## config.mk

```make
export PLATFORM = sky130hd
export DESIGN_NAME = hmi_led_sched
export DESIGN_NICKNAME = d
export VERILOG_FILES = /design/src/rtl/hmi_led_sched.sv
export SDC_FILE = /design/constraint.sdc
export NUM_CORES = 1
export LEC_CHECK = 0
export CAP_MARGIN = 20
export CORE_MARGIN = 8
export CORE_UTILIZATION = 45
export CTS_BUF_LIST = sky130_fd_sc_hd__clkbuf_16
export DETAILED_ROUTE_END_ITERATION = 10
export GPL_TIMING_DRIVEN = 1
export PLACE_DENSITY = 0.63
export RECOVER_POWER = 25
export SYNTH_ARGS = -nofsm -noshare
export SYNTH_HDL_FRONTEND = slang
export SYNTH_SLANG_ARGS = --single-unit
```

## constraint.sdc

```tcl
create_clock -name clk_sys -period 2.63 [get_ports clk_sys]
set_input_delay 0.526 -clock clk_sys [delete_from_list [all_inputs] [get_ports clk_sys]]
set_output_delay 0.526 -clock clk_sys [all_outputs]
set_load 0.02 [all_outputs]
```

## src/rtl/hmi_led_sched.sv

```systemverilog
// Shared HMI status LED: arbitrates pending events and shows the winner as an idx+1 blink code.
// Build option HMI_LED_SCHED_RR_EN selects round-robin arbitration (default: fixed priority).
module hmi_led_sched #(
    parameter int unsigned TICK_DIV = 50_000,
    parameter int unsigned ON_T     = 200,
    parameter int unsigned OFF_T    = 200,
    parameter int unsigned GAP_T    = 800
) (
    input  logic       clk_sys,
    input  logic       rst_n,
    input  logic       en,
    input  logic [2:0] ev,
    output logic       led_n,
    output logic       busy,
    output logic [2:0] gnt,
    output logic [2:0] pend
);

    localparam int unsigned TW     = $clog2(TICK_DIV);
    localparam int unsigned PH_MAX = (ON_T > OFF_T) ? ((ON_T > GAP_T) ? ON_T : GAP_T)
                                                    : ((OFF_T > GAP_T) ? OFF_T : GAP_T);
    localparam int unsigned PW     = $clog2(PH_MAX + 1);

    typedef enum logic [1:0] {S_IDLE, S_ON, S_OFF, S_GAP} state_t;

    state_t          state_q, state_d;
    logic [TW-1:0]   tick_q, tick_d;
    logic [PW-1:0]   phase_q, phase_d;
    logic [1:0]      blk_q, blk_d;
    logic [2:0]      gnt_q, gnt_d;
    logic [2:0]      pend_q, pend_d;
    logic            led_n_q, led_n_d;
    logic            busy_q, busy_d;
    logic [1:0]      last_q, last_d;

    logic [1:0]      win;
    logic            tick;
    logic            ph_done;
    logic [PW-1:0]   ph_last;

`ifdef HMI_LED_SCHED_RR_EN
    logic [1:0] cand;
    logic       found;

    // Search starts one past the last granted source, wrapping at 3.
    always_comb begin
        win   = '0;
        cand  = '0;
        found = 1'b0;
        for (int unsigned k = 0; k < 3; k++) begin
            cand = 2'((32'(last_q) + k + 1) % 3);
            if (!found && pend_q[cand]) begin
                win   = cand;
                found = 1'b1;
            end
        end
    end
`else
    always_comb begin
        if (pend_q[0])      win = 2'd0;
        else if (pend_q[1]) win = 2'd1;
        else                win = 2'd2;
    end
`endif

    always_comb begin
        unique case (state_q)
            S_ON:    ph_last = PW'(ON_T - 1);
            S_OFF:   ph_last = PW'(OFF_T - 1);
            default: ph_last = PW'(GAP_T - 1);
        endcase
    end

    assign tick    = (state_q != S_IDLE) && (tick_q == TW'(TICK_DIV - 1));
    assign ph_done = tick && (phase_q == ph_last);

    always_comb begin
        state_d = state_q;
        tick_d  = tick_q;
        phase_d = phase_q;
        blk_d   = blk_q;
        gnt_d   = gnt_q;
        pend_d  = pend_q;
        led_n_d = led_n_q;
        busy_d  = busy_q;
        last_d  = last_q;

        if (state_q != S_IDLE) begin
            tick_d = tick ? '0 : tick_q + 1'b1;
            if (tick) phase_d = phase_q + 1'b1;
        end

        unique case (state_q)
            S_IDLE: begin
                if (pend_q != '0) begin
                    state_d      = S_ON;
                    gnt_d        = 3'b001 << win;
                    blk_d        = win + 2'd1;
                    pend_d[win]  = 1'b0;
                    led_n_d      = 1'b0;
                    busy_d       = 1'b1;
                    tick_d       = '0;
                    phase_d      = '0;
                    last_d       = win;
                end
            end
            S_ON: begin
                if (ph_done) begin
                    state_d = S_OFF;
                    phase_d = '0;
                    led_n_d = 1'b1;
                    blk_d   = blk_q - 2'd1;
                end
            end
            S_OFF: begin
                if (ph_done) begin
                    phase_d = '0;
                    if (blk_q != '0) begin
                        state_d = S_ON;
                        led_n_d = 1'b0;
                    end else begin
                        state_d = S_GAP;
                    end
                end
            end
            default: begin
                if (ph_done) begin
                    state_d = S_IDLE;
                    phase_d = '0;
                    tick_d  = '0;
                    gnt_d   = '0;
                    busy_d  = 1'b0;
                end
            end
        endcase

        // A new event on the granting edge overrides the clear so it is served again later.
        pend_d = pend_d | ev;

        if (!en) begin
            state_d = S_IDLE;
            tick_d  = '0;
            phase_d = '0;
            blk_d   = '0;
            gnt_d   = '0;
            pend_d  = '0;
            led_n_d = 1'b1;
            busy_d  = 1'b0;
        end
    end

    always_ff @(posedge clk_sys or negedge rst_n) begin
        if (!rst_n) begin
            state_q <= S_IDLE;
            tick_q  <= '0;
            phase_q <= '0;
            blk_q   <= '0;
            gnt_q   <= '0;
            pend_q  <= '0;
            led_n_q <= 1'b1;
            busy_q  <= 1'b0;
            last_q  <= 2'd2;
        end else begin
            state_q <= state_d;
            tick_q  <= tick_d;
            phase_q <= phase_d;
            blk_q   <= blk_d;
            gnt_q   <= gnt_d;
            pend_q  <= pend_d;
            led_n_q <= led_n_d;
            busy_q  <= busy_d;
            last_q  <= last_d;
        end
    end

    assign led_n = led_n_q;
    assign busy  = busy_q;
    assign gnt   = gnt_q;
    assign pend  = pend_q;

endmodule

```

==> results_dict.tcl, run 1 <==
set metrics [dict create \
    ioPinCount 14 \
    maxCapViolCount 1 \
    cts_buffer_depth 2 \
    wl_per_cell_microns 14.6 \
    final_cell_mix "dfrtp_1 (37), nor2_1 (36), nand2_1 (14), xnor2_1 (14), clkdlybuf4s50_1 (12)" \
    clock_latency_ns 0.28 \
    syn_area_sq_um 2130 \
    cts-root-buf "clkbuf_16" \
    slowest_delay_ns 0.62 \
    cts_htree_levels 2 \
    status "finished, violations left" \
    syn_to_final_growth_pct 17.5 \
    timing.final.crit_share_pct 96.3 \
    grt_usage_pct 13.1 \
    startpoint_type "register" \
    ys_seq_area_share_pct 44.8 \
    place_hpwl_mm 2.89 \
    violations "capacitance limit, slew limit" \
    placed_area_sq_um 2330 \
    hold_viol 0 \
    cts_made_buffers 5 \
    fmax_mhz 395 \
    grt_overflow_total 0 \
    slew_headroom_pct -35.9 \
    final_util_pct 53.9 \
    fin_nets 254 \
    total_power_mw 2.08 \
    crit_chain "inv_1 > ha_1 > or4_4 > a2111o_2 > a22oi_2 > nor2_1" \
    finalSetupViolations 0 \
    clk_pin_slew_ns 0.06 \
    tritoncts "built" \
    place_congestion 0.783 \
    grt_pass1_vias 1662 \
    ys_types 47 \
    initial_core_util_pct 45.9 \
    ys_async_sr_fraction_pct 100 \
    slew_viol_final 39 \
    drtIter0Drc 84 \
    fin_tns_setup_ns 0 \
    crit_required_ns 2.78 \
    rsz0062_at_grt "no" \
    yosysWarningCount 0 \
    clkSinkCount 38 \
    irDropWorstVdd_mv 0.549 \
    p_sw_mw 0.731 \
    end_kind "register" \
    synthTopCellsByArea "dfrtp_1 (44%), nor2_1 (6.4%), xnor2_1 (5.8%), ha_1 (4.1%), xor2_1 (3.7%)" \
    die_width_microns 84.7 \
    ys_seq_elements 38 \
    die-area_sq_um 7180 \
    drtAntennaViolNets 0 \
    hold_ws_ns 0.487 \
    min_path_type "register to register" \
    core_sq_um 4630 \
    synthCells 220 \
    pwr-share-clk_pct 27.5 \
    syn_nets 233 \
    crit_buf_inv 1 \
    vias_per_cell 5.41 \
    drive_gt1_share_pct 11.2 \
    design_area_sq_um 2500 \
    grt_pass1_wl_mm 7.73 \
    p_int_mw 1.35 \
    rows 25 \
    worstPathMaxFanout 9 \
    grt_max_degree 39 \
    synth.avg_cell_area_sq_um 9.66 \
    first_pass_iters 4 \
    synth_edf_count 0 \
    fin_skew_ns 0.00242 \
    swShare_pct 35.1 \
    n_antenna_cell 0 \
    fill_cells 445 \
    port_buffers 13 \
    powerDensity_nw_per_um2 833 \
    final_common_cell "dfrtp_1" \
    route.detailed.drc 0 \
    cp_top_family "compound AO/OA/AOI/OAI gates" \
    die_h_microns 84.7 \
    hold_buffers 0 \
    wl_mm 4.31 \
    pwr-share-comb_pct 38.0 \
    fin_crit_ns 2.53 \
    slowest_stage "a2111o_2" \
    worstPathArrival_ns 2.68 \
    ys.flop_type "dfrtp_1" \
    critPathKind "register to register" \
    power_frac_seq_pct 34.5 \
    tightest_slew_ns 2.04 \
    routed-via-count 1600 \
    synth_top_area_share_pct 43.6 \
    p_leak_nw 0.996 \
    antenna_found_initial 0 \
    yosysTopAreaCell "dfrtp_1" \
]
[worst paths after layout]
check                           start    endpoint  slack (ns)  cells after the start
setup / recovery           state_q[1]  phase_q[1]         0.1                      6
hold / removal                  led_n       led_n        0.49                      2
setup reg to reg           state_q[1]  phase_q[1]         0.1                      6
hold reg to reg                 led_n       led_n        0.49                      2
max in group asynchronous       rst_n      gnt[1]        0.63                      1
min in group asynchronous       rst_n     pend[0]        0.82                      1
[logic make-up (layout without fill, tap and decap cells)]
group,Yosys count,in the layout,share of synthesized area (%)
compound gates,30,31,11.2
xor+xnor,23,23,9.48
buf+inv,18,39,3.59
flops,38,38,44.8
fa+ha+maj,7,7,4.12
simple gates,103,103,26.3
mux,1,1,0.471
[sequential cells by signal, summed over array words and instances, names as in the netlist]
name and count:
tick_q 16, phase_q 10, gnt 3, pend 3, blk_q 2, state_q 2, busy 1, led_n 1
[layer usage]
metal,vias up,GRT usage [%],wire length (microns)
li1,817,-,-
met1,758,17.1,2160
met2,21,20.2,1980
met3,4,3.61,115
met4,0,4.85,51
met5,-,0,0
[power by group through the flow]
stage | registers [mW] | clock network (mW) | logic [mW]
detailed placement | 0.726 | 0 | 0.773
floorplan | 0.757 | 0 | 0.499
finish | 0.718 | 0.572 | 0.791
CTS | 0.716 | 0.594 | 0.778
global route | 0.729 | 0.615 | 0.889
global placement | 0.723 | 0 | 0.777
[metrics by stage]
stage | worst slack (ns) | instances
detailed placement | 0.113 | 285
CTS | 0.0704 | 293
global route | 0.00678 | 296
floorplan | 0.318 | 220
finish | 0.0961 | 296
global placement | 0.219 | 285
[tightest hold or removal path: cells and delay by family, from the launching register on]
kind | cells | cell delay (ns)
DFF | 1 | 0.36
AOI/OAI and AO/OA | 1 | 0.07
buffers and inverters | 1 | 0.05
[timing repair]
| item | in CTS | in global routing |
|---|---|---|
| buffers inserted | 0 | 2 |
| gates resized for setup | 0 | 2 |
| setup endpoints to repair | 0 | 12 |
[final cells by class]
cell class                      count  area, sq um  share of cell area, %
Tap cell                           54         67.6                   2.71
Sequential cell                    38          952                   38.1
Timing Repair Buffer               22          191                   7.67
Clock buffer                        5          125                   5.01
Multi-Input combinational cell    165         1110                   44.5
Clock inverter                      3         16.3                  0.651
Inverter                            9         33.8                   1.35
[cells in the mapped netlist, drive strengths merged, types with 2 or more instances]
master   n
nand3    7
nand2b   3
xor2     9
and4b    2
nor3    10
clkbuf   7
nand3b   5
nand2   14
buf      2
and4     2
nor2    36
xnor2   14
nand4    7
nor2b    5
dfrtp   37
ha       7
o21ai    5
a21oi    6
o21a     3
inv      9
a31oi    2
nor4b    5
o311a    3
No activity file was read; power rests on OpenSTA's default activity.
==> run 2: changes to the inputs <==
Settings changed: ABC_AREA set to 1, CORE_MARGIN 8 to not set, SLEW_MARGIN set to 20.
==> results_dict.tcl, run 2 <==
set metrics [dict create \
    synth.avg_cell_area_sq_um 7.64 \
    fill_cells 469 \
    cts-root-buf "clkbuf_16" \
    p_leak_nw 1.16 \
    clk_pin_slew_ns 0.06 \
    grt_max_degree 39 \
    syn_area_sq_um 2280 \
    crit_buf_inv 2 \
    pwr-share-clk_pct 32.9 \
    final_cell_mix "nand2_1 (65), nor2_1 (44), inv_1 (38)" \
    fin_tns_setup_ns 0 \
    synth.most_common_cell "nand2_1" \
    core_sq_um 4790 \
    fin_skew_ns 0.00536 \
    crit_chain "inv_1 > ha_1 > inv_2 > nand2_1 > nor3_1 > nand2_1 > nand2_1 > nor3_1" \
    end_kind "register" \
    pwr-share-comb_pct 32.1 \
    final.setup.worst_slack_ns 0.490 \
    grt_usage_pct 19.8 \
    drtAntennaViolNets 0 \
    tritoncts "built" \
    grt_pass1_wl_mm 8.17 \
    placed_area_sq_um 2470 \
    first_pass_iters 4 \
    fin_nets 328 \
    routed-via-count 1925 \
    grt_overflow_total 0 \
    final_cells 383 \
    grt_pass1_vias 1911 \
    power_frac_seq_pct 35.0 \
    drive_gt1_share_pct 7.59 \
    ys_seq_area_share_pct 41.8 \
    ys_seq_elements 38 \
    die-area_sq_um 5350 \
    crit_required_ns 2.78 \
    drtIter0Drc 94 \
    slowest_stage "dfrtp_1" \
    hold_buffers 0 \
    initial_core_util_pct 47.6 \
    ys_types 30 \
    p_sw_mw 0.732 \
    design_area_sq_um 2630 \
    ioPinCount 14 \
    vias_per_cell 5.03 \
    cts_htree_levels 2 \
    clkSinkCount 38 \
    synth_top_area_share_pct 40.7 \
    largest_register_ffs 16 \
    synth_edf_count 0 \
    startpoint_type "register" \
    cts_buffer_depth 2 \
    rsz0062_at_grt "no" \
    place_congestion 0.842 \
    dp_cells 375 \
    route.detailed.drc 0 \
    antenna_found_initial 0 \
    status "finished, violations left" \
    port_buffers 13 \
    ys.flop_type "dfrtp_1" \
    worstPathMaxFanout 14 \
    hold_ws_ns 0.462 \
    violations "capacitance limit, slew limit" \
    fmax_mhz 467 \
    ys_top_cells_by_count "nand2_1 (65), nor2_1 (44), inv_1 (38)" \
    irDropWorstVdd_mv 0.333 \
    total_power_mw 2.07 \
    die_width_microns 73.1 \
    syn_nets 311 \
    n_antenna_cell 0 \
    post_cts_buffers 0 \
    place_hpwl_mm 3.37 \
    syn_to_final_growth_pct 15.6 \
    place_ws_ns 0.494 \
    min_path_type "register to register" \
    slowest_delay_ns 0.43 \
    top_register "tick_q" \
    hold_viol 0 \
    worstPathArrival_ns 2.29 \
    maxCapViolCount 1 \
    reg.largest.list "tick_q: 16 flops, phase_q: 10 flops" \
    crit_top_cell "nand2_1" \
    critPathKind "register to register" \
    ctsResizeCount 0 \
    cp_top_family "simple AND/OR/NAND/NOR gates" \
    clock_latency_ns 0.28 \
    fin_crit_ns 2.14 \
    cts_made_buffers 5 \
    slew_viol_final 39 \
    timing.final.crit_share_pct 81.4 \
    swShare_pct 35.4 \
    yosysTopAreaCell "dfrtp_1" \
    wl_per_cell_microns 12.2 \
    synthTopCellsByArea "dfrtp_1 (41%), nand2_1 (11%), nor2_1 (7.3%), inv_1 (6.3%), xor2_1 (5.8%)" \
    wl_mm 4.69 \
    synthCells 298 \
    slew_headroom_pct -33.1 \
    rows 25 \
    final_util_pct 55.0 \
    p_int_mw 1.33 \
    final_common_cell "nand2_1" \
    tightest_slew_ns 2.00 \
    ys_async_sr_fraction_pct 100 \
    finalSetupViolations 0 \
    powerDensity_nw_per_um2 785 \
    yosysWarningCount 0 \
    die_h_microns 73.1 \
]
-- run 2: cell families after synthesis --
family	after synthesis	synth area share, %
flip-flops	38	41.8
XOR/XNOR	17	6.54
adder cells (fa/ha/maj)	7	3.85
AO/OA/AOI/OAI	28	6.70
multiplexers	1	0.440
buffers and inverters	45	7.69
AND/OR/NAND/NOR	162	33.0
-- run 2: path summary, 6_finish.rpt --
| kind | startpoint | endpoint | slack, ns | cells after the start |
|---|---|---|---|---|
| worst max-delay path | state_q[0] | tick_q[13] | 0.49 | 8 |
| worst min-delay path | led_n | led_n | 0.46 | 2 |
| worst max register to register | state_q[0] | tick_q[13] | 0.49 | 8 |
| worst min register to register | led_n | led_n | 0.46 | 2 |
| max in group asynchronous | rst_n | phase_q[6] | 0.67 | 1 |
| min in group asynchronous | rst_n | gnt[0] | 0.80 | 1 |
-- run 2: worst register-to-register path: stages (launching register included) --
cell and delay [ns]:
dfrtp_1 0.43, inv_1 0.09, ha_1 0.28, inv_2 0.21
nand2_1 0.11, nor3_1 0.28, nand2_1 0.09, nand2_1 0.41
nor3_1 0.13
-- run 2: layout make-up --
type	instances	area, sq um	share of cell area [%]
Sequential cell	38	952	36.2
Tap cell	67	83.8	3.18
Clock buffer	5	125	4.75
Multi-Input combinational cell	215	1150	43.7
Timing Repair Buffer	13	124	4.71
Clock inverter	3	40.0	1.52
Inverter	42	158	5.99
-- run 2: power groups by stage --
stage / registers (mW) / clock network [mW] / logic, mW
global placement: 0.734 / 0 / 0.663
detailed placement: 0.736 / 0 / 0.666
global route: 0.734 / 0.714 / 0.756
finish: 0.724 / 0.680 / 0.663
CTS: 0.725 / 0.696 / 0.671
floorplan: 0.767 / 0 / 0.447
-- run 2: per-layer routing --
| layer | GRT usage [%] | part of all wire [%] | vias to the layer above |
|---|---|---|---|
| met2 | 35.2 | 47 | 24 |
| met4 | 8.93 | 1.9 | 0 |
| met5 | 0 | 0 | - |
| met3 | 2.90 | 2.4 | 8 |
| li1 | - | - | 993 |
| met1 | 23.5 | 49 | 900 |
